--- src/rtl/tdm_pkg.sv ---
// tdm_pkg: shared constants, state encoding and channel-slice helper for
// the TDM channel multiplexer.
//   MODE_MANUAL / MODE_SCAN : values of the mode input
//   state_t                 : controller states IDLE / MANUAL / SCAN
//   ch_lsb()                : bit offset of channel ch in a packed bus
package tdm_pkg;

  localparam logic MODE_MANUAL = 1'b0;
  localparam logic MODE_SCAN   = 1'b1;

  typedef enum logic [1:0] {
    IDLE   = 2'd0,
    MANUAL = 2'd1,
    SCAN   = 2'd2
  } state_t;

  // Channel ch of a packed bus occupies [ch*dw +: dw].
  function automatic int ch_lsb(input int ch, input int dw);
    return ch * dw;
  endfunction

endpackage

--- src/rtl/rr_next_sel.sv ---
// rr_next_sel: combinational round-robin search over an enable mask.
//   mask    : enabled channels
//   cur     : search origin
//   restart : force nxt to the lowest enabled index
//   nxt     : next enabled index above cur, wrapping to the lowest enabled
//   lowest  : lowest enabled index (0 when none)
//   any_en  : at least one channel enabled
module rr_next_sel #(
  parameter int N_CH = 8,
  parameter int SELW = $clog2(N_CH)
) (
  input  logic [N_CH-1:0] mask,
  input  logic [SELW-1:0] cur,
  input  logic            restart,
  output logic [SELW-1:0] nxt,
  output logic [SELW-1:0] lowest,
  output logic            any_en
);

  logic [SELW-1:0] above;
  logic            found;

  always_comb begin
    any_en = |mask;
    lowest = '0;
    for (int i = N_CH - 1; i >= 0; i--)
      if (mask[i]) lowest = SELW'(i);

    above = '0;
    found = 1'b0;
    for (int i = 0; i < N_CH; i++)
      if (!found && mask[i] && (i > int'(cur))) begin
        above = SELW'(i);
        found = 1'b1;
      end

    // Nothing above cur: the wrap segment 0..cur starts at the lowest index,
    // which may be cur itself (single enabled channel).
    nxt = (restart || !found) ? lowest : above;
  end

endmodule

--- src/rtl/tdm_channel_mux.sv ---
// tdm_channel_mux: registered N-channel mux with manual select and
// automatic round-robin scan over enabled channels.
//   clk, reset   : clock, async active-high reset
//   en           : sample/advance enable
//   mode         : 0 manual (sel), 1 scan
//   sel          : manual channel select
//   ch_mask      : per-channel enable
//   din          : packed channel data, channel i at [i*DW +: DW]
//   dout         : registered selected data
//   dout_ch      : index of the channel on dout
//   dout_valid   : dout holds a legal enabled channel
//   frame_start  : dout carries the first channel of a scan frame
module tdm_channel_mux
  import tdm_pkg::*;
#(
  parameter int N_CH = 8,
  parameter int DW   = 1,
  parameter int SELW = $clog2(N_CH)
) (
  input  logic               clk,
  input  logic               reset,
  input  logic               en,
  input  logic               mode,
  input  logic [SELW-1:0]    sel,
  input  logic [N_CH-1:0]    ch_mask,
  input  logic [N_CH*DW-1:0] din,
  output logic [DW-1:0]      dout,
  output logic [SELW-1:0]    dout_ch,
  output logic               dout_valid,
  output logic               frame_start
);

  state_t          state;
  logic [SELW-1:0] ptr;

  logic            restart;
  logic [SELW-1:0] cur_nxt, cur_lowest, cand, adv, adv_lowest;
  logic            cur_any, adv_any;
  logic            man_ok;
  logic            unused_adv;

  // Entering SCAN from any other state restarts the frame.
  assign restart = (state != SCAN);

  rr_next_sel #(.N_CH(N_CH), .SELW(SELW)) u_cur (
    .mask    (ch_mask),
    .cur     (ptr),
    .restart (restart),
    .nxt     (cur_nxt),
    .lowest  (cur_lowest),
    .any_en  (cur_any)
  );

  // Emit ptr if it is still enabled; if the mask just dropped it, emit the
  // next enabled channel instead so no cycle is wasted.
  assign cand = (!restart && ch_mask[ptr]) ? ptr : cur_nxt;

  rr_next_sel #(.N_CH(N_CH), .SELW(SELW)) u_adv (
    .mask    (ch_mask),
    .cur     (cand),
    .restart (1'b0),
    .nxt     (adv),
    .lowest  (adv_lowest),
    .any_en  (adv_any)
  );

  assign unused_adv = ^{adv_lowest, adv_any};

  assign man_ok = (int'(sel) < N_CH) && ch_mask[sel];

  always_ff @(posedge clk or posedge reset) begin
    if (reset) begin
      state       <= IDLE;
      ptr         <= '0;
      dout        <= '0;
      dout_ch     <= '0;
      dout_valid  <= 1'b0;
      frame_start <= 1'b0;
    end else if (!en) begin
      dout_valid  <= 1'b0;
      frame_start <= 1'b0;
    end else if (mode == MODE_MANUAL) begin
      state       <= MANUAL;
      dout_ch     <= sel;
      dout_valid  <= man_ok;
      dout        <= man_ok ? din[ch_lsb(int'(sel), DW) +: DW] : '0;
      frame_start <= 1'b0;
    end else begin
      state <= SCAN;
      if (cur_any) begin
        dout        <= din[ch_lsb(int'(cand), DW) +: DW];
        dout_ch     <= cand;
        dout_valid  <= 1'b1;
        frame_start <= (cand == cur_lowest);
        ptr         <= adv;
      end else begin
        // Empty mask: nothing to emit, pointer and index hold.
        dout        <= '0;
        dout_valid  <= 1'b0;
        frame_start <= 1'b0;
      end
    end
  end

endmodule

--- config.mk ---
export PLATFORM = sky130hd
export DESIGN_NAME = tdm_channel_mux
export DESIGN_NICKNAME = d
export VERILOG_FILES = /design/src/rtl/tdm_pkg.sv /design/src/rtl/rr_next_sel.sv /design/src/rtl/tdm_channel_mux.sv
export SDC_FILE = /design/constraint.sdc
export NUM_CORES = 1
export LEC_CHECK = 0
export ABC_AREA = 1
export CORE_MARGIN = 2
export CORE_UTILIZATION = 64
export DETAILED_ROUTE_END_ITERATION = 16
export DONT_BUFFER_PORTS = 1
export GPL_TIMING_DRIVEN = 0
export HOLD_SLACK_MARGIN = 0.12
export PLACE_DENSITY = 0.77
export SETUP_SLACK_MARGIN = 0.05
export SYNTH_ARGS = -nofsm -noshare
export SYNTH_HDL_FRONTEND = slang
export SYNTH_HIERARCHICAL = 1
export SYNTH_SLANG_ARGS = --single-unit
export TNS_END_PERCENT = 10
--- constraint.sdc ---
create_clock -name clk -period 3.2 [get_ports clk]
set_input_delay 0.32 -clock clk [delete_from_list [all_inputs] [get_ports clk]]
set_output_delay 0.32 -clock clk [all_outputs]
set_load 0.02 [all_outputs]
==> qor.yml, run 1 <==
yosysWarnings: 6
critical_path_arrival_ns: 2.83
syn_nets: 292
area_delta_synth_final_pct: 4.66
rsz0062_at_grt: "false"
cp_cell_sequence: "nor2_1 > inv_1 > inv_2 > o211ai_1 > nand3_1 > nand2_1 > inv_1 > nand2_1 > o21ai_2 > inv_2 > o21ai_2 > inv_2 > nor2_2 > nand2_2 > nand2_4 > nand2_4 > nand2_1 > nand2_1 > nand2_1 > o21ai_0"
fin_tns_setup_ns: 0
final_antenna_net_count: 0
routed-wl-met3_um: 241
grt_max_degree: 12
num_rows: 17
final_cell_area_um2: 1600
via_count: 1659
port_buffers: 0
htreeDepth: 1
p_sw_mw: 0.321
wl_um: 3780
fmax_ghz: 0.372
switching_share_pct: 49.3
status: "completed"
cts.path.max_buffers: 2
synthCells: 269
antennaDiodeCount: 0
postCtsSetupRepairBufs: 0
antenna_found_initial: 0
wl_met2_um: 1790
cts.sinks: 11
cts_root_buf: "clkbuf_4"
grt_pass1_vias: 1373
die_y_um: 52.9
share_comb_of_total_power_pct: 54.5
clkPwrFrac_pct: 14.2
pwr-share-seq_pct: 31.2
p_per_area_nw_per_um2: 405
setup.worst_path.start_class: "register"
wl_per_cell_um: 12.5
hold_start: "en"
nets: 298
post-place-ws_ns: 0.540
worstMarginPinSlew_ns: 0.639
gp_congestion: 0.895
setup_violations: 0
grt-ovfl-total: 0
clock_latency_ns: 0.26
relSlewSlack_pct: 56.9
critPathMaxFanout: 9
end_kind: "register"
cp-startpoint: "state[0]"
ios: 29
fin_crit_ns: 2.69
worstReg2RegStart: "state[0]"
cap_violations: 0
post_dp_cell_area_um2: 1570
routed.top_layer: "met3"
worst_path_most_repeated_cell: "nand2_1"
die_w_um: 52.9
clkSlewWorstSetupHoldPaths_ns: 0.07
synth_area_um2: 1530
intPower_mw: 0.329
die-area_um2: 2800
drt_iter0_drc: 53
grt_pass1_wl_um: 6110
initial_utilization_pct: 68.6
max_stage_delay_ns: 0.38
drive_above_1_share_pct: 13.1
crit_required_ns: 3.34
cts_tree: "yes"
cts_buffers: 3
post-route-period-util_pct: 83.9
core-area_um2: 2230
firstDrtPassIters: 4
hold_viol_final: 0
dpl.hpwl_um: 2950
critPathSlowestCell: "dfrtp_1"
r2r_slack_ns: 0.51
ir_drop_mv: 0.371
post-route-util_pct: 71.8
track_usage_pct: 29.8
drc: 0
final_max_slew_viol_count: 0
hold_class: "input pin to register"
syn_area_per_cell_um2: 5.69
fillers: 199
worst-setup-path-type: "register to register"
setup_slack_ns: 0.515
finalClockSkew_ns: 0.000738
vias_per_cell: 5.49
met1Wirelength_um: 1750
leakagePower_nw: 0.889
-- path summary, 6_finish.rpt --
check | endpoint | cells past startpoint
setup / recovery | ptr[1] | 20
hold / removal | state[1] | 1
setup reg to reg | ptr[1] | 20
hold reg to reg | state[0] | 1
max in group asynchronous | ptr[2] | 2
min in group asynchronous | state[1] | 2
-- area by class of cell --
class                           instances  area (um^2)  share of cell area, %
Inverter                               54          203                   12.6
Sequential cell                        11          275                   17.2
Clock buffer                            4         26.3                   1.64
Buffer                                  1         5.00                  0.312
Timing Repair Buffer                    1         10.0                  0.625
Tap cell                               28         35.0                   2.19
Multi-Input combinational cell        203         1050                   65.4
-- worst max-delay path, delay by kind of cell, from the launching register on --
family / cells / cell delay (ns)
AOI/OAI and AO/OA: 4 / 0.61
buffers and inverters: 5 / 0.46
DFF: 1 / 0.38
and+or+nand+nor: 11 / 1.13
-- layout by cell type, fill, tap and decap left out, types with 4 or more instances in the layout --
cell      n
dfrtp_1  11
inv_2     5
nand3_2   4
nor2_2    5
a21oi_1  15
nand2_4   4
nand2_1  68
inv_1    49
nor2_1   19
nand3_1  31
o21ai_0  23
nand2_2   5
-- flip-flops by register name (all words and copies together), names as in the netlist --
| name | cells |
|---|---|
| dout_ch | 3 |
| ptr | 3 |
| state | 2 |
| dout | 1 |
| dout_valid | 1 |
| frame_start | 1 |
-- timing repair --
action                    in CTS  in global routing
hold buffers                   1                  0
hold endpoints to repair      11                  0
gates resized for setup        0                  0
-- per-layer routing --
layer | global-route usage, % | up-vias
met2 | 50.2 | 50
li1 | - | 876
met3 | 3.39 | 0
met5 | 0 | -
met4 | 4.27 | 0
met1 | 41.9 | 733
-- power by group through the flow --
stage,logic (mW),registers [mW],clock network [mW]
6_report,0.354,0.203,0.0925
5_1_grt,0.398,0.207,0.101
4_1_cts,0.350,0.203,0.0936
3_5_place_dp,0.348,0.205,0
3_3_place_gp,0.342,0.205,0
2_1_floorplan,0.292,0.198,0
-- metrics by stage --
stage,total power [mW],hold WS [ns],std cells
after floorplan,0.490,0.172,269
after global placement,0.547,0.210,297
after detailed placement,0.553,0.215,297
after CTS,0.646,0.167,302
after global routing,0.706,0.163,302
final,0.650,0.166,302
Note: power is estimated with default switching activity, not from simulation.
==> run 2: changes to the inputs <==
==> constraint.sdc (replaced) <==
create_clock -name clk -period 2.7 [get_ports clk]
set_input_delay 0.27 -clock clk [delete_from_list [all_inputs] [get_ports clk]]
set_output_delay 0.27 -clock clk [all_outputs]
set_load 0.02 [all_outputs]
==> run 2 against run 1 <==
Effect of this change: critical path depth is 2 higher; worst hold slack got worse by 0.024 ns; sequential power is 21% higher; die area is the same; final area grew 9.3%; first-iteration DRC count is 40% higher; clock power is 17% higher; utilization grew 6.7 points; clock skew is 0.00070 ns higher; clock-buffer cell count unchanged; via count grew 5.3%; combinational power rose by 45%; largest power group unchanged.
==> qor.yml, run 2 (synthesis results as in run 1) <==
final_cell_mix: "nand2_1, inv_1, nand3_1"
nets: 309  # +3.7%
worst-setup-path-type: "register to register"
max_stage_delay_ns: 0.45  # +0.07 ns
post-route-period-util_pct: 93.1  # +9.2 points
cts_tree: "yes"
p_per_area_nw_per_um2: 496  # +22%
cts.path.max_buffers: 2  # unchanged
p_total_mw: 0.868  # +34%
setup_violations: 0  # unchanged
worstMarginPinSlew_ns: 0.655  # +0.0163 ns
crit_required_ns: 2.84  # -0.50 ns
port_buffers: 0  # unchanged
drt_iter0_drc: 74  # +40%
critPathSlowestCell: "dfrtp_2"
routed-wl-met3_um: 312  # +29%
num_rows: 17  # unchanged
grt_pass1_vias: 1382  # +0.66%
worstReg2RegStart: "ptr[2]"
drive_above_1_share_pct: 20.7  # +7.6 points
clkSlewWorstSetupHoldPaths_ns: 0.07  # about the same
finalClockSkew_ns: 0.00144  # +0.000704 ns
core-area_um2: 2230  # unchanged
setup.worst_path.start_class: "register"
cp_cell_sequence: "inv_1 > nand2_1 > nor2_2 > nor2_2 > nand4_2 > nand2_2 > nand3_1 > nand2_1 > inv_1 > nand2_2 > o21ai_4 > nor2_2 > o21ai_2 > inv_2 > nor2_4 > nand2_2 > nand2_4 > nand2_4 > nand2_1 > nand2_1 > nand2_1 > o21ai_0"
status: "completed"
dp.cells: 297  # unchanged
routed.top_layer: "met4"
wl_met2_um: 1980  # +11%
ir_drop_mv: 0.473  # +28%
worst_path_most_repeated_cell: "nand2_1"
cts_buffers: 3  # unchanged
grt_max_degree: 12  # unchanged
fin_crit_ns: 2.51  # -0.171 ns
cp-startpoint: "ptr[2]"
wl_um: 4170  # +10%
antenna_found_initial: 0  # unchanged
reg_top3: "dout_ch: 3 flops, ptr: 3 flops, state: 2 flops"
ios: 29  # unchanged
gp_congestion: 0.895  # unchanged
fmax_ghz: 0.398  # +6.8%
die_y_um: 52.9  # unchanged
cp.buffers_inverters: 3  # -2
vias_per_cell: 5.58  # +1.6%
leakagePower_nw: 0.946  # +6.4%
hold_viol_final: 0  # unchanged
final_max_slew_viol_count: 0  # unchanged
fin_cells: 313  # +3.6%
critPathMaxFanout: 7  # -2
track_usage_pct: 30.0  # +0.24 points
hold_start: "en"
grt-ovfl-total: 0  # unchanged
hold_class: "input pin to register"
relSlewSlack_pct: 55.8  # -1.1 points
area_delta_synth_final_pct: 14.4
initial_utilization_pct: 68.6  # unchanged
grt_pass1_wl_um: 6160  # +0.79%
die-area_um2: 2800  # unchanged
via_count: 1747  # +5.3%
crit_family: "simple AND/OR/NAND/NOR gates"
final_common_cell: "nand2_1"
firstDrtPassIters: 4  # unchanged
drc: 0  # unchanged
wl_per_cell_um: 13.3  # +6.4%
cts.sinks: 11  # unchanged
cts_root_buf: "clkbuf_4"
clock_latency_ns: 0.26  # about the same
htreeDepth: 1  # unchanged
final_antenna_net_count: 0  # unchanged
die_w_um: 52.9  # unchanged
met1Wirelength_um: 1850  # +5.8%
dpl.hpwl_um: 2950  # unchanged
cap_violations: 0  # unchanged
critical_path_arrival_ns: 2.65  # -0.18 ns
end_kind: "register"
antennaDiodeCount: 0  # unchanged
run 2: worst register-to-register path, delay by kind of cell (launching register included):
| kind | cells | cell delay, ns |
|---|---|---|
| compound gates | 3 | 0.41 |
| buf+inv | 3 | 0.25 |
| flops | 1 | 0.45 |
| simple gates | 16 | 1.28 |
run 2: cell type report:
type	count	area (um^2)
Multi-Input combinational cell	203	1100
Fill cell	177	482
Sequential cell	11	279
Inverter	54	206
Timing Repair Buffer	12	95.1
Tap cell	28	35.0
Clock buffer	4	26.3
Buffer	1	5.00
run 2: power breakdown:
part / switching, mW / internal [mW]
Combinational: 0.322 / 0.194
Clock: 0.0511 / 0.0571
Sequential: 0.0515 / 0.193
Total: 0.424 / 0.444
run 2: routing by layer:
| metal | global-route usage [%] | vias up |
|---|---|---|
| li1 | - | 900 |
| met1 | 42.2 | 779 |
| met2 | 50.6 | 64 |
| met3 | 3.39 | 4 |
| met4 | 4.27 | 0 |
| met5 | 0 | - |
run 2: final timing paths:
check | slack (ns) | cells past startpoint | to
min in group asynchronous | 0.42 | 2 | state[1]
setup / recovery | 0.19 | 22 | ptr[1]
setup reg to reg | 0.19 | 22 | ptr[1]
max in group asynchronous | 1.98 | 2 | ptr[2]
hold reg to reg | 0.55 | 1 | state[0]
hold / removal | 0.14 | 1 | state[0]
run 2: stage by stage:
step	utilization, %	cell area (um^2)	worst slack, ns	hold slack [ns]	TNS (ns)
final	78.4	1750	0.186	0.142	0
after global routing	78.4	1750	-0.0197	0.132	-0.0197
after CTS	72.3	1620	0.116	0.139	0
after detailed placement	70.1	1570	0.0399	0.165	0
after global placement	70.1	1570	0.0270	0.160	0
after floorplan	-	1530	0.412	0.122	0
run 2: timing repair:
item                                    in CTS  in global routing
hold buffers                                 2                  0
buffers inserted                             0                 10
pin swaps                                    0                  3
endpoints found under the hold margin       13                  0
gates resized for setup                      1                 18
endpoints found under the setup margin       3                  3
==> run 3: changes to the inputs <==
==> constraint.sdc (replaced) <==
create_clock -name clk -period 2.7 [get_ports clk]
set_input_delay 0.405 -clock clk [delete_from_list [all_inputs] [get_ports clk]]
set_output_delay 0.405 -clock clk [all_outputs]
set_load 0.02 [all_outputs]
==> run 3 against run 2 <==
Effect of this change: clock-buffer cell count unchanged; critical endpoint unchanged; largest cell class unchanged; routed wire length down 0.86%; setup slack worse by 0.0017 ns.
==> qor.yml, run 3 (synthesis results as in run 1) <==
final_max_slew_viol_count: 0  # unchanged
antennaDiodeCount: 0  # unchanged
cp-startpoint: "ptr[2]"
crit_required_ns: 2.84  # about the same
cts_buffers: 3  # unchanged
grt_pass1_vias: 1378  # -0.29%
core-area_um2: 2230  # unchanged
post-route-period-util_pct: 93.2  # about the same
worstMarginPinSlew_ns: 0.642  # -0.0136 ns
p_per_area_nw_per_um2: 498  # +0.48%
setup.worst_path.start_class: "register"
status: "completed"
critPathMaxFanout: 7  # unchanged
htreeDepth: 1  # unchanged
area_delta_synth_final_pct: 13.7
reg_top3: "dout_ch: 3 flops, ptr: 3 flops, state: 2 flops"
r2r_cells: 22  # unchanged
ios: 29  # unchanged
fin_cells: 312  # -0.32%
wl_um: 4130  # -0.86%
leakagePower_nw: 0.942  # -0.44%
antenna_found_initial: 0  # unchanged
setup_violations: 0  # unchanged
drt_iter0_drc: 73  # -1.4%
cts.sinks: 11  # unchanged
cts_tree: "yes"
initial_utilization_pct: 68.6  # unchanged
die-area_um2: 2800  # unchanged
end_kind: "register"
r2r_slack_ns: 0.18  # about the same
max_stage_delay_ns: 0.45  # about the same
min_delay_worst_endpoint: "state[1]"
clock_latency_ns: 0.26  # about the same
num_rows: 17  # unchanged
r2r-end: "ptr[1]"
drc: 0  # unchanged
cap_violations: 0  # unchanged
track_usage_pct: 29.9  # -0.12 points
vias_per_cell: 5.59  # +0.21%
holdPathStages: 1  # unchanged
firstDrtPassIters: 4  # unchanged
clkSlewWorstSetupHoldPaths_ns: 0.07  # about the same
worst_path_most_repeated_cell: "nand2_1"
final_cell_mix: "nand2_1, inv_1, nand3_1"
relSlewSlack_pct: 56.8  # +0.92 points
critPathSlowestCell: "dfrtp_2"
cp.buffers_inverters: 3  # unchanged
critical_path_arrival_ns: 2.66  # about the same
hold_viol_final: 0  # unchanged
hold_start: "en"
fmax_ghz: 0.398  # about the same
gp_congestion: 0.895  # unchanged
via_count: 1745  # -0.11%
finalClockSkew_ns: 0.00154  # +0.0000980 ns
port_buffers: 0  # unchanged
wl_per_cell_um: 13.2  # -0.55%
crit_family: "simple AND/OR/NAND/NOR gates"
dp.cells: 297  # unchanged
cts.path.max_buffers: 2  # unchanged
worst-setup-path-type: "register to register"
grt_pass1_wl_um: 6140  # -0.32%
grt-ovfl-total: 0  # unchanged
ir_drop_mv: 0.470  # -0.74%
cts_root_buf: "clkbuf_4"
dpl.hpwl_um: 2950  # unchanged
final_common_cell: "nand2_1"
fin_crit_ns: 2.52  # +0.00173 ns
worstReg2RegStart: "ptr[2]"
cp_cell_sequence: "inv_1 > nand2_1 > nor2_2 > nor2_2 > nand4_2 > nand2_2 > nand3_1 > nand2_1 > inv_1 > nand2_2 > o21ai_4 > nor2_2 > o21ai_2 > inv_2 > nor2_4 > nand2_2 > nand2_4 > nand2_4 > nand2_1 > nand2_1 > nand2_1 > o21ai_0"
final_antenna_net_count: 0  # unchanged
p_total_mw: 0.868  # about the same
grt_max_degree: 12  # unchanged
hold_class: "input pin to register"
drive_above_1_share_pct: 20.8  # +0.073 points
nets: 308  # -0.32%
die_w_um: 52.9  # unchanged
die_y_um: 52.9  # unchanged
-- run 3: layout make-up --
cell class	count	area, um^2
Clock buffer	4	26.3
Buffer	1	5.00
Fill cell	178	492
Sequential cell	11	279
Multi-Input combinational cell	203	1100
Tap cell	28	35.0
Timing Repair Buffer	11	85.1
Inverter	54	206
-- run 3: worst max-delay path by stage --
stage,end,cells after the start
after floorplan,ptr[1],20
after global placement,ptr[1],20
after detailed placement,ptr[1],20
after CTS,ptr[1],21
after global routing,ptr[1],22
final,ptr[1],22
-- run 3: timing repair --
item	in CTS	in global routing
setup buffers	0	10
hold buffers	1	0
gates resized for setup	1	18
pin swaps	0	3
hold endpoints to repair	11	0
endpoints found under the setup margin	3	3
-- run 3: stage by stage --
stage	hold WS, ns	instance area [um^2]	utilization (%)	setup slack [ns]	TNS [ns]
6_report	0.252	1740	78.0	0.185	0
5_1_grt	0.250	1740	78.0	-0.0197	-0.0197
3_3_place_gp	0.295	1570	70.1	0.0270	0
4_1_cts	0.252	1610	71.9	0.116	0
3_5_place_dp	0.300	1570	70.1	0.0399	0
2_1_floorplan	0.257	1530	-	0.412	0
-- run 3: power by group --
group          leakage, nW  internal, mW  total [mW]  switching, mW
clock network       0.0150        0.0572       0.109         0.0521
logic                0.794         0.193       0.514          0.321
registers            0.133         0.193       0.245         0.0514
total                0.942         0.443       0.868          0.424
-- run 3: per-layer routing --
| metal | global-route usage (%) | routed length (um) |
|---|---|---|
| met5 | 0 | 0 |
| met4 | 4.27 | 31 |
| met3 | 3.39 | 273 |
| met2 | 50.4 | 2000 |
| met1 | 42.0 | 1820 |
